### src/rtl/led_player_pkg.sv
// Shared types and elaboration helpers for the LED stream player.
// Time-to-cycle conversion rounds to the nearest whole clock cycle.
package led_player_pkg;

   typedef enum logic [1:0] {
      IDLE = 2'd0,
      SHOW = 2'd1,
      GAP  = 2'd2
   } player_state_t;

   localparam int OffPatternW = 64;

   function automatic int time_to_cycles(input real freq, input real t);
      return int'($rtoi(freq * t + 0.5));
   endfunction

   // All-ones for active-low LEDs, all-zeros otherwise; callers truncate to their width.
   function automatic logic [OffPatternW-1:0] off_pattern(input int width, input bit active_low);
      logic [OffPatternW-1:0] p;
      p = '0;
      for (int i = 0; i < OffPatternW; i++) begin
         if (active_low && (i < width)) p[i] = 1'b1;
      end
      return p;
   endfunction

endpackage

### src/rtl/led_stream_player.sv
// Drains a valid/ready stream and shows each word on the LEDs for a fixed time,
// followed by an optional blank gap; Pause freezes playback.
module led_stream_player
   import led_player_pkg::*;
#(
   parameter real ClkFrequency_g = 10.0e6,
   parameter real ShowTime_g     = 0.5,
   parameter real GapTime_g      = 0.1,
   parameter int  Width_g        = 4,
   parameter bit  LedActiveLow_g = 1'b1
) (
   input  logic               Clk,
   input  logic               Rst,
   input  logic [Width_g-1:0] In_Data,
   input  logic               In_Valid,
   output logic               In_Ready,
   input  logic               Pause,
   output logic [Width_g-1:0] Led,
   output logic               Busy,
   output logic [7:0]         Count
);

   localparam int ShowCycles = time_to_cycles(ClkFrequency_g, ShowTime_g);
   localparam int GapCycles  = time_to_cycles(ClkFrequency_g, GapTime_g);
   localparam int MaxCycles  = (ShowCycles > GapCycles) ? ShowCycles : GapCycles;
   localparam int TimerW     = (MaxCycles < 1) ? 1 : $clog2(MaxCycles + 1);

   localparam logic [TimerW-1:0]  ShowLoad   = TimerW'(ShowCycles - 1);
   localparam logic [TimerW-1:0]  GapLoad    = (GapCycles > 0) ? TimerW'(GapCycles - 1) : '0;
   localparam logic [Width_g-1:0] OffPattern = Width_g'(off_pattern(Width_g, LedActiveLow_g));

   if (ShowCycles < 1) begin : g_show_check
      $fatal(1, "led_stream_player: show time must be at least one clock cycle");
   end
   if (GapCycles < 0) begin : g_gap_check
      $fatal(1, "led_stream_player: gap time must not be negative");
   end

   player_state_t      state;
   player_state_t      state_nxt;
   logic [TimerW-1:0]  timer;
   logic [Width_g-1:0] led_nxt;
   logic               accept;
   logic               expire;

   // Next-state logic: a phase ends on the first non-paused cycle with the timer at zero.
   always_comb begin
      state_nxt = state;
      expire    = (state != IDLE) && !Pause && (timer == '0);
      unique case (state)
         IDLE:    if (accept) state_nxt = SHOW;
         SHOW:    if (expire) state_nxt = (GapCycles > 0) ? GAP : IDLE;
         GAP:     if (expire) state_nxt = IDLE;
         default: state_nxt = IDLE;
      endcase
   end

   // Output logic: the Led register doubles as the latched word, so it only
   // changes on acceptance or when the show phase ends.
   always_comb begin
      In_Ready = (state == IDLE) && !Pause && !Rst;
      accept   = In_Valid && In_Ready;
      led_nxt  = Led;
      if (accept) begin
         led_nxt = LedActiveLow_g ? ~In_Data : In_Data;
      end else if ((state == SHOW) && expire) begin
         led_nxt = OffPattern;
      end
   end

   always_ff @(posedge Clk) begin
      if (Rst) begin
         state <= IDLE;
         timer <= '0;
         Led   <= OffPattern;
         Busy  <= 1'b0;
         Count <= 8'd0;
      end else begin
         state <= state_nxt;
         Busy  <= (state_nxt != IDLE);
         Led   <= led_nxt;
         if (accept) begin
            timer <= ShowLoad;
            Count <= Count + 8'd1;
         end else if ((state == SHOW) && (state_nxt == GAP)) begin
            timer <= GapLoad;
         end else if ((state != IDLE) && !Pause && (timer != '0)) begin
            timer <= timer - TimerW'(1);
         end
      end
   end

endmodule
### config.mk
export PLATFORM = sky130hd
export DESIGN_NAME = led_stream_player
export DESIGN_NICKNAME = d
export VERILOG_FILES = /design/src/rtl/led_player_pkg.sv /design/src/rtl/led_stream_player.sv
export SDC_FILE = /design/constraint.sdc
export NUM_CORES = 1
export LEC_CHECK = 0
export ABC_AREA = 1
export BUFFER_PORTS_ARGS = -buffer_cell sky130_fd_sc_hd__buf_2
export CAP_MARGIN = 15
export CORE_ASPECT_RATIO = 0.9
export CORE_UTILIZATION = 50
export DETAILED_ROUTE_END_ITERATION = 12
export PLACE_DENSITY_LB_ADDON = 0.2
export SLEW_MARGIN = 20
export SYNTH_ARGS = -nofsm -noshare
export SYNTH_HDL_FRONTEND = slang
export SYNTH_SLANG_ARGS = --single-unit
### constraint.sdc
create_clock -name Clk -period 2.1 [get_ports Clk]
set_input_delay 0.105 -clock Clk [delete_from_list [all_inputs] [get_ports Clk]]
set_output_delay 0.105 -clock Clk [all_outputs]
set_load 0.02 [all_outputs]
After elaboration in Yosys (flattened, before gate mapping)
Index checks and enable logic that the tools add are counted.
- output and inout bits: 14
- logic and storage cells: 42
- flip-flop bits (word level): 38
- input bits: 8
- reduce and logical (&&, ||, !) cells: 20
- muxes and demuxes: 9
- equal/unequal tests: 3
- $add $sub $neg: 2
- bitwise logic cells: 1
- operators by type and width (kind ; number):
    $mux 23 ; 3
    $logic_not 23->1 ; 1
    $reduce_bool 23->1 ; 1
    $sub 23x1->23 const B ; 1
    $add 8x1->8 const B ; 1
    $logic_and 1x1->1 ; 8
    $mux 4 ; 2
    $reduce_bool 2->1 ; 4
    $mux 2 ; 3
    $pmux 2 s3 ; 1
    $eq 2x2->1 const B ; 2
    $not 4->4 ; 1
    $reduce_bool 3->1 ; 1
    $reduce_or 3->1 ; 1
    $eq 2x1->1 const B ; 1
    $logic_not 1->1 ; 2
    $logic_not 2->1 ; 1
    $reduce_or 2->1 ; 1

Logic depth before layout (Yosys ltp)
Gate-level depths: netlist (run 1).
- depth in word-level cells: 10
- depth in mapped cells: 12
- depth with buffers taken out: 12

Worst setup path after synthesis (run 1)
OpenSTA, ideal clock, no wires.
- kind: register to register
- from: register state[0]
- to: register Count[7]
- arrival time: 1.469 ns
- path buffers: 1
- clock period less this slack: 1.582 ns
- cell stages (with the launch flop): 10
- setup slack: 0.518 ns
- cells stage by stage: dfxtp_1 -> inv_1 -> nand2_1 -> nor3_2 -> nand2_1 -> buf_2 -> nor3_2 -> nand4_1 -> nor2_1 -> nor2_1
- cells in the longest elaborated chain, start to end: 4
- ends and longest elaborated chain (what ; line ; text):
    from (decl) ; led_stream_player.sv:39 ; player_state_t state;
    from (signal assigned) ; led_stream_player.sv:79 ; state <= state_nxt;
    $logic_not 2->1 ; led_stream_player.sv:61 ; In_Ready = (state == IDLE) && !Pause && !Rst;
    $logic_and 1x1->1 (2 in series) ; led_stream_player.sv:61 ;
    net In_Ready ; led_stream_player.sv:16 ; output logic In_Ready,
    $logic_and 1x1->1 ; led_stream_player.sv:62 ; accept = In_Valid && In_Ready;
    to (signal assigned) ; led_stream_player.sv:84 ; Count <= Count + 8'd1;
    to (decl) ; led_stream_player.sv:20 ; output logic [7:0] Count
The timed path passes the listed nets, and every way through them passes these cells.
A chain may end at the register's enable or synchronous reset.

Worst setup path in the final report (run 1)
- from: register timer[0]
- to: register Led[2]
- cells in the longest elaborated chain, start to end: 4
- ends and longest elaborated chain (what ; line ; text):
    from (decl) ; led_stream_player.sv:41 ; logic [TimerW-1:0] timer;
    from (signal assigned) ; led_stream_player.sv:83 ; timer <= ShowLoad;
    from (signal assigned) ; led_stream_player.sv:86 ; timer <= GapLoad;
    from (signal assigned) ; led_stream_player.sv:88 ; timer <= timer - TimerW'(1);
    $logic_not 23->1 ; led_stream_player.sv:49 ; expire = (state != IDLE) && !Pause && (timer == '0);
    $logic_and 1x1->1 ; led_stream_player.sv:49 ;
    $logic_and 1x1->1 ; led_stream_player.sv:66 ; end else if ((state == SHOW) && expire) begin
    $reduce_bool 2->1 (no source line) ; n/a ;
    to (signal assigned) ; led_stream_player.sv:75 ; Led <= OffPattern;
    to (signal assigned) ; led_stream_player.sv:81 ; Led <= led_nxt;
    to (decl) ; led_stream_player.sv:18 ; output logic [Width_g-1:0] Led,
Every way passes these cells.

==> results of run 1 <==
cell usage in the layout, fill, tap and decap left out, drive strengths merged:
master / n
inv: 49
nand3b: 2
nor3b: 1
nand3: 26
nor4: 2
and2: 2
ha: 3
xnor2: 2
a22o: 1
o21ai: 13
nor2: 62
clkinvlp: 1
a21oi: 16
nand2: 84
nand4: 10
clkbuf: 6
clkinv: 1
xor2: 7
nor3: 9
buf: 24
dfxtp: 38
worst paths after layout:
kind	endpoint	slack [ns]	depth (start not counted)
setup / recovery	Led[2]	0.23	10
setup reg to reg	Led[2]	0.23	10
hold reg to reg	Led[3]	0.47	2
hold / removal	Led[3]	0.06	4
metal layers:
metal / up-vias / track usage / routed length, µm
met5: - / 0 / 0
met4: 0 / 0.09069 / 118
met3: 12 / 0.05982 / 284
met2: 71 / 0.3703 / 2326
met1: 973 / 0.3606 / 2800
li1: 1107 / - / -
worst max-delay path, delay by kind of cell (launching register included):
family	cells	cell delay, ns
and+or+nand+nor	6	0.93
DFF	1	0.32
adders and majority gates	1	0.23
buffers and inverters	2	0.21
AOI/OAI and AO/OA	1	0.14
logic make-up after synthesis:
logic type / synth area share
adder cells (fa/ha/maj): 0.01675
XOR/XNOR: 0.03518
flip-flops: 0.3395
AND/OR/NAND/NOR: 0.4255
buffers and inverters: 0.1111
AO/OA/AOI/OAI: 0.07203
through the flow:
stage | std cells | hold WS, ns
4_1_cts | 419 | 0.05871
3_5_place_dp | 411 | 0.3755
5_1_grt | 419 | 0.06913
6_report | 419 | 0.05663
2_1_floorplan | 334 | 0.2594
3_3_place_gp | 411 | 0.3589
what timing repair did:
item | 4_1_cts | 5_1_grt
resized for setup | 0 | 1
hold buffers | 0 | 0
endpoints found under the setup margin | 0 | 1
buffers inserted | 0 | 0
state kept, by name, indices dropped and copies added (netlist names):
| register | cells |
|---|---|
| timer | 23 |
| Count | 8 |
| Led | 4 |
| state | 2 |
| Busy | 1 |
cell type report:
cell class,count,area [µm²],share of cell area
tap,60,75.07,0.03021
multi-input combinational,240,1240,0.4990
sequential,38,760.7,0.3061
inverter,49,186.4,0.07503
clock inverter,2,12.51,0.005035
clock buffer,6,82.58,0.03323
timing repair buffer,24,127.6,0.05136
power by group through the flow:
stage                     logic (W)  clock network (W)  registers (W)
after global routing       0.000771           0.000576       0.000816
after CTS                  0.000671           0.000540       0.000810
after global placement     0.000664                  0       0.000826
after detailed placement   0.000667                  0       0.000827
after floorplan            0.000518                  0       0.000825
final                      0.000688           0.000544       0.000812
==> impl_metrics.yaml, run 1 <==
route:
  dr_total_vias: 2163
  ant_nets: 0
  routed_wl_mm: 5.530
  drc: 0
  avgRoutedWirePerCell_um: 13.20
  drt_iter0_markers: 146
  vias_per_cell: 5.162
  dr.pass1.iters: 5
place:
  dp_hpwl_mm: 4.147
  place_ws_ns: 0.2365
  gp_congestion: 0.9321
  placed_area_um2: 2381
  io_buffer_count: 21
synthesis:
  synth.most_common_cell: "nand2_1"
  synthArstFlopShare: 0
  ys_seq_elements: 38
  syn-num-nets: 345
  ys_top_cells_by_area: "dfxtp_1 (34%), nand2_1 (13%), nor2_1 (8.0%)"
  post-synth-top-area-fraction: 0.3395
  synth_area_um2: 2241
  synth-warning-count: 0
  synth_common_cells: "nand2_1 (77), nor2_1 (48), inv_1 (46)"
  synth_edf_count: 0
  synth_seq_area_share: 0.3395
  synth_area_leader_cell: "dfxtp_1"
  syn_inst: 334
  synth_ff_type: "dfxtp_1"
  syn_area_per_cell_um2: 6.709
  yosysUniqueCellTypes: 34
timing:
  setup_violations: 0
  max_freq_ghz: 0.5344
  clock_skew_ns: 0.005725
  rsz0062_at_grt: "no"
  min_period_ns: 1.871
  worst_slack_ns: 0.2286
  worst_pin_slew_ns: 0.3566
  slew_headroom: 0.7623
  setup_tns_ns: 0
  finalHoldViolCount: 0
  finalCritPeriodShare: 0.8912
  final_max_slew_viol_count: 0
critical_path:
  cp_cell_sequence: "inv_1 > ha_1 > nand2_1 > nor2_2 > nand3_4 > nor2_2 > nand2_2 > nand2_2 > o21ai_0 > inv_1"
  cp_max_fo: 12
  crit_start: "timer[0]"
  end_kind: "flip-flop"
  regToRegStartpoint: "timer[0]"
  path_class: "flip-flop to flip-flop"
  cp.required_ns: 2.34
  start_kind: "flip-flop"
  slowest_delay_ns: 0.32
  cp_slowest_cell: "dfxtp_1"
  arrival_ns: 2.12
power:
  switching_share: 0.3878
  p_comb_frac: 0.337
  leakage_nw: 1.175
  clockPowerShare: 0.266
  p_per_area_nw_per_um2: 822.5
  p_int_w: 0.001251
  seqPwrFrac: 0.397
  max-vdd-ir-drop_mv: 0.4085
  power_w: 0.002044
  p_switching_w: 0.0007925
floorplanning:
  die_h_um: 65.51
  core_um2: 4184
  num_io_pins: 22
  dieWidth_um: 72.57
  initial_core_util: 0.5356
  rows: 22
  dieArea_um2: 4754
clock_network:
  root_buffer: "clkbuf_8"
  clk_pin_slew_worst_paths_ns: 0.08
  cts_buffers: 5
  tritoncts: "built"
  clk_latency_ns: 0.29
  htree_levels: 2
  cts_buffer_depth: 2
  cts.sinks: 38
flow_run:
  max-cap-violations: 0
global_route:
  grt_pass1_vias: 1886
  grt_pass1_wl_mm: 9.025
  grt_max_degree: 22
  grt_usage: 0.2533
  gr-total-overflow: 0
  antenna_found_initial: 0
finish:
  drive_gt1_frac: 0.1783
  area_growth_pct: 10.89
  fin_area_um2: 2485
  diodes: 0
  final_core_util: 0.5939
  nFillCells: 414
  layout.nets: 369
min_path:
  hp-start: "In_Data[3]"
  hp-class: "input pin to flip-flop"
status:
  outcome: "completed"
No activity file was read; power rests on OpenSTA's default activity.
==> inputs of run 2 (changes only) <==
Settings changed: BUFFER_PORTS_ARGS -buffer_cell sky130_fd_sc_hd__buf_2 to -buffer_cell sky130_fd_sc_hd__clkbuf_2, RECOVER_POWER set to 50.
==> run 2 against run 1 <==
  * First-iteration DRC count increased by 75%
  * Sequential power about the same
  * Register-to-register slack got worse by 0.02 ns
  * Total power decreased by 1.3%
  * Largest cell class unchanged
  * Core utilization decreased by 0.84 points
  * Critical endpoint is now timer[5]
  * Combinational power decreased by 2.9%
  * Clock-buffer cell count unchanged
  * Critical path depth increased by 1
  * Maximum frequency decreased by 1.1%
  * Worst hold slack improved by 0.0065 ns
  * Worst setup slack got worse by 0.020 ns
==> impl_metrics.yaml, run 2 (synthesis gave the netlist of run 1 again) <==
status:
  outcome: "completed"
route:
  dr_total_vias: 2171
  routed_wl_mm: 5.361
  drc: 0
  vias_per_cell: 5.181
  ant_nets: 0
  dr.pass1.iters: 5
  drt_iter0_markers: 255
  avgRoutedWirePerCell_um: 12.79
floorplanning:
  dieArea_um2: 4754
  num_io_pins: 22
  core_um2: 4184
  dieWidth_um: 72.57
  die_h_um: 65.51
  initial_core_util: 0.5356
  rows: 22
finish:
  fin_area_um2: 2450
  regArea_um2: 760.7
  final_common_cell: "nand2_1"
  fin_cells: 419
  area_growth_pct: 9.324
  diodes: 0
  reg.largest.list: "timer x23, Count x8, Led x4"
  layout.nets: 369
  mostFrequentLayoutCells: "nand2_1 (77), nor2_1 (48), inv_1 (47), dfxtp_1 (38), nand3_1 (23)"
  drive_gt1_frac: 0.1309
  regMostFlops: "timer"
  largest_reg_flops: 23
  nFillCells: 438
  multi_input_area_um2: 1226
  final_core_util: 0.5855
power:
  leakage_nw: 1.128
  p_per_area_nw_per_um2: 823.2
  max-vdd-ir-drop_mv: 0.4935
place:
  io_buffer_count: 21
  dp_hpwl_mm: 4.009
  placed_area_um2: 2381
  place_inst: 411
  gp_congestion: 0.8979
global_route:
  grt_usage: 0.2505
  grt_pass1_vias: 1939
  grt_max_degree: 22
  grt_pass1_wl_mm: 9.004
  gr-total-overflow: 0
  antenna_found_initial: 0
clock_network:
  cts.sinks: 38
  hold_buffers: 0
  cts_buffers: 5
  htree_levels: 2
  cts-resized-gates: 0
  clk_pin_slew_worst_paths_ns: 0.08
  clk_latency_ns: 0.30
  tritoncts: "built"
  post-cts-setup-buffer-count: 0
  root_buffer: "clkbuf_8"
  cts_buffer_depth: 2
critical_path:
  cp_cell_sequence: "inv_1 > ha_1 > nand2_1 > nor2_2 > nand3_4 > nand2_4 > inv_4 > nand3_1 > nand2_1 > nor2_1 > nor2_1"
  cp_max_fo: 21
  arrival_ns: 2.08
  timing.critical_path.buf_inv: 2
  crit_family: "simple AND/OR/NAND/NOR gates"
  start_kind: "flip-flop"
  slowest_delay_ns: 0.32
  path_class: "flip-flop to flip-flop"
  cp.required_ns: 2.29
  cp_slowest_cell: "dfxtp_1"
  end_kind: "flip-flop"
timing:
  finalHoldViolCount: 0
  setup_violations: 0
  clock_skew_ns: 0.009679
  slew_headroom: 0.7596
  rsz0062_at_grt: "no"
  final_max_slew_viol_count: 0
  setup_tns_ns: 0
  hold-worst-slack_ns: 0.06315
  max_freq_ghz: 0.5286
  worst_pin_slew_ns: 0.3573
  min_period_ns: 1.892
  finalCritPeriodShare: 0.9008
min_path:
  hp-class: "input pin to flip-flop"
flow_run:
  max-cap-violations: 0
[run 2: worst paths after layout]
kind / from / cells past startpoint / slack [ns] / to
worst max register to register: timer[0] / 11 / 0.21 / timer[5]
worst max-delay path: timer[0] / 11 / 0.21 / timer[5]
worst min-delay path: In_Data[3] / 4 / 0.06 / Led[3]
worst min register to register: Led[1] / 2 / 0.48 / Led[1]
[run 2: layer usage]
| metal | GRT usage | vias to the layer above | part of all wire |
|---|---|---|---|
| li1 | - | 1106 | - |
| met4 | 0.06127 | 0 | 0.0095 |
| met3 | 0.06442 | 8 | 0.068 |
| met2 | 0.3785 | 76 | 0.43 |
| met5 | 0 | - | 0 |
| met1 | 0.3542 | 981 | 0.49 |
[run 2: layout make-up]
cell class                 count  area share
inverter                      49     0.07610
sequential                    38      0.3105
clock buffer                   6     0.03371
timing repair buffer          24     0.04341
multi-input combinational    240      0.5005
tap                           60     0.03064
clock inverter                 2    0.005107
[run 2: tightest hold or removal path: cells and delay by family]
family	cells	cell delay, ns
AND/OR/NAND/NOR	1	0.05
buffers and inverters	2	0.12
AO/OA/AOI/OAI	1	0.05
[run 2: through the flow]
step	setup WS, ns	power [W]
CTS	0.2222	0.002020
detailed placement	0.2326	0.001485
global route	0.01312	0.002143
global placement	0.2340	0.001489
finish	0.2083	0.002017
floorplan	0.5180	0.001343
[run 2: report_power, final]
group	switching [W]	internal (W)
Combinational	0.000452	0.000216
Sequential	0.0000461	0.000766
Clock	0.000273	0.000264
